**config.mk**
```make
export PLATFORM = sky130hd
export DESIGN_NAME = uart_tx_buffered
export DESIGN_NICKNAME = d
export VERILOG_FILES = /design/src/rtl/uart_pkg.sv /design/src/rtl/uart_tx_fifo.sv /design/src/rtl/uart_tx_buffered.sv
export SDC_FILE = /design/constraint.sdc
export NUM_CORES = 1
export LEC_CHECK = 0
export CAP_MARGIN = 20
export CELL_PAD_IN_SITES_DETAIL_PLACEMENT = 0
export CELL_PAD_IN_SITES_GLOBAL_PLACEMENT = 1
export CORE_AREA = 2 2 123 125
export CTS_CLUSTER_SIZE = 8
export DETAILED_ROUTE_END_ITERATION = 8
export DIE_AREA = 0 0 125 127
export PLACE_DENSITY_LB_ADDON = 0.1
export SLEW_MARGIN = 20
export SYNTH_ARGS = -nofsm -noshare
export SYNTH_HDL_FRONTEND = slang
export SYNTH_SLANG_ARGS = --single-unit
```
**constraint.sdc**
```tcl
create_clock -name clk -period 6.2 [get_ports clk]
set_input_delay 0.62 -clock clk [delete_from_list [all_inputs] [get_ports clk]]
set_output_delay 0.62 -clock clk [all_outputs]
set_load 0.005 [all_outputs]
```
**src/rtl/uart_pkg.sv**
```systemverilog
`default_nettype none
// ============================================================================
// Module   : uart_pkg
// Brief    : Shared FSM state encoding, frame constants and baud divisor
//            helper for the buffered UART transmitter.
// Revision : 1.0 - initial release
// ============================================================================
package uart_pkg;

    typedef logic [2:0] tx_state_t;

    localparam tx_state_t c_st_idle   = 3'd0;
    localparam tx_state_t c_st_start  = 3'd1;
    localparam tx_state_t c_st_data   = 3'd2;
    localparam tx_state_t c_st_parity = 3'd3;
    localparam tx_state_t c_st_stop   = 3'd4;

    localparam int   DATA_BITS  = 8;
    localparam logic STOP_LEVEL = 1'b1;
    localparam logic IDLE_LEVEL = 1'b1;

    // Clocks per line bit; truncating division, so the real rate is slightly fast.
    function automatic int calc_div(input int clk_freq, input int baud);
        return clk_freq / baud;
    endfunction

endpackage
`default_nettype wire

```
**src/rtl/uart_tx_fifo.sv**
```systemverilog
`default_nettype none
// ============================================================================
// Module   : uart_tx_fifo
// Brief    : Synchronous byte FIFO with first-word fall-through read data,
//            full/empty flags and occupancy count.
// Revision : 1.0 - initial release
// ============================================================================
module uart_tx_fifo #(
    parameter int DEPTH = 16
) (
    input  logic                     clk,
    input  logic                     rst,
    input  logic                     wr_en,
    input  logic [7:0]               wr_data,
    input  logic                     rd_en,
    output logic [7:0]               rd_data,
    output logic                     full,
    output logic                     empty,
    output logic [$clog2(DEPTH):0]   count
);

    localparam int c_aw = $clog2(DEPTH);
    localparam int c_cw = c_aw + 1;

    generate
        if ((DEPTH < 2) || (DEPTH > 256) || ((DEPTH & (DEPTH - 1)) != 0)) begin : g_depth_check
            $error("uart_tx_fifo: DEPTH must be a power of two in 2..256");
        end
    endgenerate

    logic [7:0]      r_mem [DEPTH];
    logic [c_aw-1:0] r_wr_ptr;
    logic [c_aw-1:0] r_rd_ptr;
    logic [c_cw-1:0] r_count;
    logic            w_push;
    logic            w_pop;

    // Full is judged on the registered count, so a pop in the same cycle
    // never makes room for a write.
    assign full    = (r_count == c_cw'(DEPTH));
    assign empty   = (r_count == '0);
    assign count   = r_count;
    assign w_push  = wr_en && !full;
    assign w_pop   = rd_en && !empty;
    assign rd_data = r_mem[r_rd_ptr];

    always_ff @(posedge clk) begin
        if (w_push) begin
            r_mem[r_wr_ptr] <= wr_data;
        end
    end

    always_ff @(posedge clk or posedge rst) begin
        if (rst) begin
            r_wr_ptr <= '0;
            r_rd_ptr <= '0;
            r_count  <= '0;
        end else begin
            if (w_push) begin
                r_wr_ptr <= r_wr_ptr + c_aw'(1);
            end
            if (w_pop) begin
                r_rd_ptr <= r_rd_ptr + c_aw'(1);
            end
            case ({w_push, w_pop})
                2'b10:   r_count <= r_count + c_cw'(1);
                2'b01:   r_count <= r_count - c_cw'(1);
                default: r_count <= r_count;
            endcase
        end
    end

endmodule
`default_nettype wire

```
**src/rtl/uart_tx_buffered.sv**
```systemverilog
`default_nettype none
// ============================================================================
// Module   : uart_tx_buffered
// Brief    : FIFO-buffered UART transmitter, 8N1 LSB first. Define
//            UART_TX_PARITY_EN to insert an even parity bit before stop.
// Revision : 1.0 - initial release
// ============================================================================
module uart_tx_buffered
    import uart_pkg::*;
#(
    parameter int CLK_FREQ   = 50000000,
    parameter int BAUD       = 9600,
    parameter int FIFO_DEPTH = 16
) (
    input  logic                          clk,
    input  logic                          rst,
    input  logic                          wr_en,
    input  logic [7:0]                    wr_data,
    output logic                          full,
    output logic                          empty,
    output logic [$clog2(FIFO_DEPTH):0]   fifo_count,
    output logic                          overflow,
    output logic                          busy,
    output logic                          tx_pin_out
);

    localparam int c_div   = calc_div(CLK_FREQ, BAUD);
    localparam int c_cnt_w = (c_div > 2) ? $clog2(c_div) : 1;
    localparam int c_idx_w = $clog2(DATA_BITS);

    generate
        if (c_div < 2) begin : g_div_check
            $error("uart_tx_buffered: CLK_FREQ/BAUD must be at least 2");
        end
    endgenerate

    tx_state_t            r_state;
    logic [c_cnt_w-1:0]   r_baud_cnt;
    logic [c_idx_w-1:0]   r_bit_idx;
    logic [DATA_BITS-1:0] r_shift;
    logic                 r_tx;
    logic                 r_overflow;
    logic                 w_pop;
    logic                 w_bit_done;
    logic [7:0]           w_fifo_data;

    uart_tx_fifo #(
        .DEPTH   (FIFO_DEPTH)
    ) u_fifo (
        .clk     (clk),
        .rst     (rst),
        .wr_en   (wr_en),
        .wr_data (wr_data),
        .rd_en   (w_pop),
        .rd_data (w_fifo_data),
        .full    (full),
        .empty   (empty),
        .count   (fifo_count)
    );

    assign w_pop      = (r_state == c_st_idle) && !empty;
    assign w_bit_done = (r_baud_cnt == c_cnt_w'(c_div - 1));
    assign busy       = (r_state != c_st_idle);
    assign tx_pin_out = r_tx;
    assign overflow   = r_overflow;

    always_ff @(posedge clk or posedge rst) begin
        if (rst) begin
            r_overflow <= 1'b0;
        end else if (wr_en && full) begin
            r_overflow <= 1'b1;
        end
    end

    // Counter restarts on every bit boundary and is held at zero while idle.
    always_ff @(posedge clk or posedge rst) begin
        if (rst) begin
            r_baud_cnt <= '0;
        end else if ((r_state == c_st_idle) || w_bit_done) begin
            r_baud_cnt <= '0;
        end else begin
            r_baud_cnt <= r_baud_cnt + c_cnt_w'(1);
        end
    end

`ifdef UART_TX_PARITY_EN
    logic r_parity;

    always_ff @(posedge clk or posedge rst) begin
        if (rst) begin
            r_parity <= 1'b0;
        end else if (w_pop) begin
            r_parity <= ^w_fifo_data;
        end
    end
`endif

    // The line is driven from r_tx, so each state loads the level of the
    // next bit on the edge that leaves it.
    always_ff @(posedge clk or posedge rst) begin
        if (rst) begin
            r_state   <= c_st_idle;
            r_bit_idx <= '0;
            r_shift   <= '0;
            r_tx      <= IDLE_LEVEL;
        end else begin
            case (r_state)
                c_st_idle: begin
                    if (w_pop) begin
                        r_shift <= w_fifo_data;
                        r_state <= c_st_start;
                        r_tx    <= 1'b0;
                    end else begin
                        r_tx    <= IDLE_LEVEL;
                    end
                end
                c_st_start: begin
                    if (w_bit_done) begin
                        r_bit_idx <= '0;
                        r_state   <= c_st_data;
                        r_tx      <= r_shift[0];
                    end
                end
                c_st_data: begin
                    if (w_bit_done) begin
                        if (r_bit_idx == c_idx_w'(DATA_BITS - 1)) begin
`ifdef UART_TX_PARITY_EN
                            r_state <= c_st_parity;
                            r_tx    <= r_parity;
`else
                            r_state <= c_st_stop;
                            r_tx    <= STOP_LEVEL;
`endif
                        end else begin
                            r_shift   <= {1'b0, r_shift[DATA_BITS-1:1]};
                            r_tx      <= r_shift[1];
                            r_bit_idx <= r_bit_idx + c_idx_w'(1);
                        end
                    end
                end
`ifdef UART_TX_PARITY_EN
                c_st_parity: begin
                    if (w_bit_done) begin
                        r_state <= c_st_stop;
                        r_tx    <= STOP_LEVEL;
                    end
                end
`endif
                c_st_stop: begin
                    if (w_bit_done) begin
                        r_state <= c_st_idle;
                        r_tx    <= IDLE_LEVEL;
                    end
                end
                default: begin
                    r_state <= c_st_idle;
                    r_tx    <= IDLE_LEVEL;
                end
            endcase
        end
    end

endmodule
`default_nettype wire

```
==> impl_metrics.json <==
{
  "vdd_drop_max_uv": 266,
  "drive_gt1_share_pct": 16.5,
  "synth_simple_gate_area_share_pct": 7.78,
  "path_common_cell": "ha_1",
  "wire_per_inst_um": 20.0,
  "cts-root-buf": "clkbuf_16",
  "rows": 44,
  "finalCritPeriodShare_pct": 46.6,
  "final.setup.worst_slack_ns": 3.31,
  "critPathMaxFanout": 11,
  "drtAntennaViolNets": 0,
  "synth.net_count": 464,
  "n_antenna_cell": 0,
  "synthDistinctLibCells": 54,
  "synthAdderAreaFrac_pct": 2.09,
  "path_class": "reg2reg",
  "post-dp-hpwl_um": 8320,
  "synth_most_common_cell": "edfxtp_1",
  "die_y_um": 127,
  "worst-path-buf-inv": 2,
  "path_cells": "nor3_2, o21ai_2, inv_2, ha_1, xor2_1, ha_1, inv_1, o21ai_0, a211o_1, a31oi_1, xnor2_1",
  "drt_wl_total_um": 13200,
  "startpoint_type": "flop",
  "max_slew_margin_pct": 29.7,
  "p_per_area_nw_per_um2": 342,
  "grt_pass1_vias": 3774,
  "gp_congestion": 0.730,
  "hold_class": "reg2reg",
  "max_stage_delay_ns": 0.49,
  "nFillCells": 1135,
  "fmax_mhz": 346,
  "hold_viol_final": 0,
  "syn_avg_cell_area_um2": 16.3,
  "leakage_nw": 2.87,
  "synth_edf_count": 128,
  "synthMuxAreaShare_pct": 12.4,
  "ys_seq_area_share_pct": 68.1,
  "synthXorXnorAreaFrac_pct": 2.68,
  "synth-compound-area-share_pct": 4.33,
  "reg2reg_from": "r_state[1]$_DFFE_PP0P_",
  "initial_core_util_pct": 49.9,
  "viasPerCell": 5.53,
  "via_count": 3659,
  "slowest_stage": "dfrtp_1",
  "synth_top_family_by_area": "multiplexers",
  "syn_to_final_growth_pct": 13.0,
  "grt_remaining_overflow": 0,
  "cts_setup_buffers": 0,
  "setup_tns_ns": 0,
  "run_status": "finished clean",
  "yosys-top-cells-count": "128 x edfxtp_1, 49 x nor2_1, 41 x dfrtp_1",
  "synthesis.area_um2": 7190,
  "drv_slew": 0,
  "critPathArrivalTime_ns": 3.24,
  "fin_crit_ns": 2.89,
  "htree_levels": 4,
  "die_area_um2": 15900,
  "synth_area_leaders": "edfxtp_1 53%, dfrtp_1 14%, mux4_2 8.8%",
  "antenna_found_initial": 0,
  "pre_cts_ws_ns": 3.13,
  "cts.sinks": 170,
  "post-route-drc-count": 0,
  "grt_usage_pct": 18.4,
  "finalNetCount": 488,
  "port_buffers": 20,
  "grt_pass1_wl_um": 21700,
  "drv_cap": 0,
  "clkTransAtPathRegs_ns": 0.06,
  "critical-path-top-delay-family": "compound AO/OA/AOI/OAI gates",
  "first_pass_iters": 4,
  "async_flop_share_pct": 24.7,
  "die_w_um": 125,
  "synth_area_leader_cell": "edfxtp_1",
  "worstSetupEndpointType": "flop",
  "synth_seq_cells": 170,
  "cts_tree": "built",
  "synth_warnings": 0,
  "hp-start": "r_baud_cnt[0]$_DFF_PP0_",
  "crit_required_ns": 6.55,
  "clock_path_buffers": 2,
  "initialDrtViolationCount": 247,
  "rsz0062_at_grt": "no",
  "fin_worst_skew_ns": 0.0111,
  "cts-resized-gates": 0,
  "ys.flop_type": "edfxtp_1",
  "crit_start": "r_state[1]$_DFFE_PP0P_",
  "synthCells": 441,
  "setup_viol": 0,
  "clock_latency_ns": 0.43,
  "tightest_slew_ns": 1.05,
  "io_pins": 21,
  "cts_inserted_buffers": 17,
  "synth_top_cell_area_share_pct": 53.5,
  "grt_max_degree": 43,
  "core_um2": 14400,
  "cts_hold_buf": 0
}
-- cell usage in the layout (no fill, tap or decap), types with 2 or more instances in the layout --
master / n
nor2_1: 49
mux4_1: 8
nor4_1: 2
nand2_1: 25
and2_1: 2
nand3_1: 9
mux4_2: 28
a32o_1: 3
clkdlybuf4s50_1: 20
ha_1: 12
inv_2: 2
nand2b_1: 5
inv_6: 5
inv_1: 15
xnor2_1: 12
nor3_1: 8
nand4_1: 5
xor2_1: 10
bufinv_16: 2
a221oi_1: 3
mux2i_1: 4
dfrtp_1: 39
nor2b_1: 2
inv_8: 2
clkinvlp_4: 3
a21oi_1: 6
a211oi_1: 3
dfrtp_2: 2
clkbuf_16: 17
o21ai_0: 12
edfxtp_1: 128
o22ai_1: 2
a211oi_2: 2
clkinv_2: 2
buf_4: 5
or3_1: 2
-- power by group --
part / internal [mW] / switching [mW] / total (mW)
Clock: 0.603 / 0.459 / 1.06
Combinational: 0.136 / 0.164 / 0.300
Sequential: 1.35 / 0.0727 / 1.42
-- metrics by stage --
stage | cell area (µm²) | hold WS [ns] | power, mW | cells | utilization [%]
2_1_floorplan | 7190 | 0.433 | 1.61 | 441 | -
3_3_place_gp | 7540 | 0.439 | 1.74 | 630 | 52.2
3_5_place_dp | 7540 | 0.455 | 1.75 | 630 | 52.2
4_1_cts | 8120 | 0.466 | 2.81 | 662 | 56.3
5_1_grt | 8120 | 0.492 | 2.90 | 662 | 56.3
6_report | 8120 | 0.461 | 2.78 | 662 | 56.3
-- layer usage --
metal / part of all wire [%] / track usage [%] / up-vias
met5: 0 / 0 / -
met4: 0.94 / 5.10 / 0
met3: 4.5 / 4.56 / 12
met2: 49 / 29.7 / 62
met1: 45 / 25.3 / 1855
li1: - / - / 1730
-- path summary, 6_finish.rpt --
kind	depth (start not counted)	to	slack [ns]
min in group asynchronous	2	r_baud_cnt[8]$_DFF_PP0_	0.70
worst min register to register	1	r_baud_cnt[0]$_DFF_PP0_	0.46
worst min-delay path	1	r_baud_cnt[0]$_DFF_PP0_	0.46
worst max-delay path	11	u_fifo.count[4]$_DFFE_PP0P_	3.31
worst max register to register	11	u_fifo.count[4]$_DFFE_PP0P_	3.31
max in group asynchronous	2	u_fifo.r_rd_ptr[1]$_DFFE_PP0P_	4.88
-- final cells by class --
cell class              instances  area (µm²)  share of cell area [%]
well taps                     184         230                    2.83
clock inverters                14         159                    1.96
multi-input cells             234        2110                    25.9
clock buffers                  18         429                    5.28
repair buffers                 25         238                    2.93
flip-flops and latches        170        4900                    60.3
inverters                      17        63.8                   0.785
-- cell families after synthesis --
family          after synthesis
mux                          41
xor+xnor                     22
compound gates               42
simple gates                117
buf+inv                      37
fa+ha+maj                    12
flops                       170
-- state kept, by name (all words and copies together), names as in the netlist --
name / cells
u_fifo.r_rd_ptr: 4
tx_pin_out: 1
r_shift: 8
u_fifo.r_wr_ptr: 4
u_fifo.count: 5
u_fifo.r_mem: 128
r_baud_cnt: 13
r_bit_idx: 3
overflow: 1
r_state: 3
No activity file was read; power rests on OpenSTA's default activity.
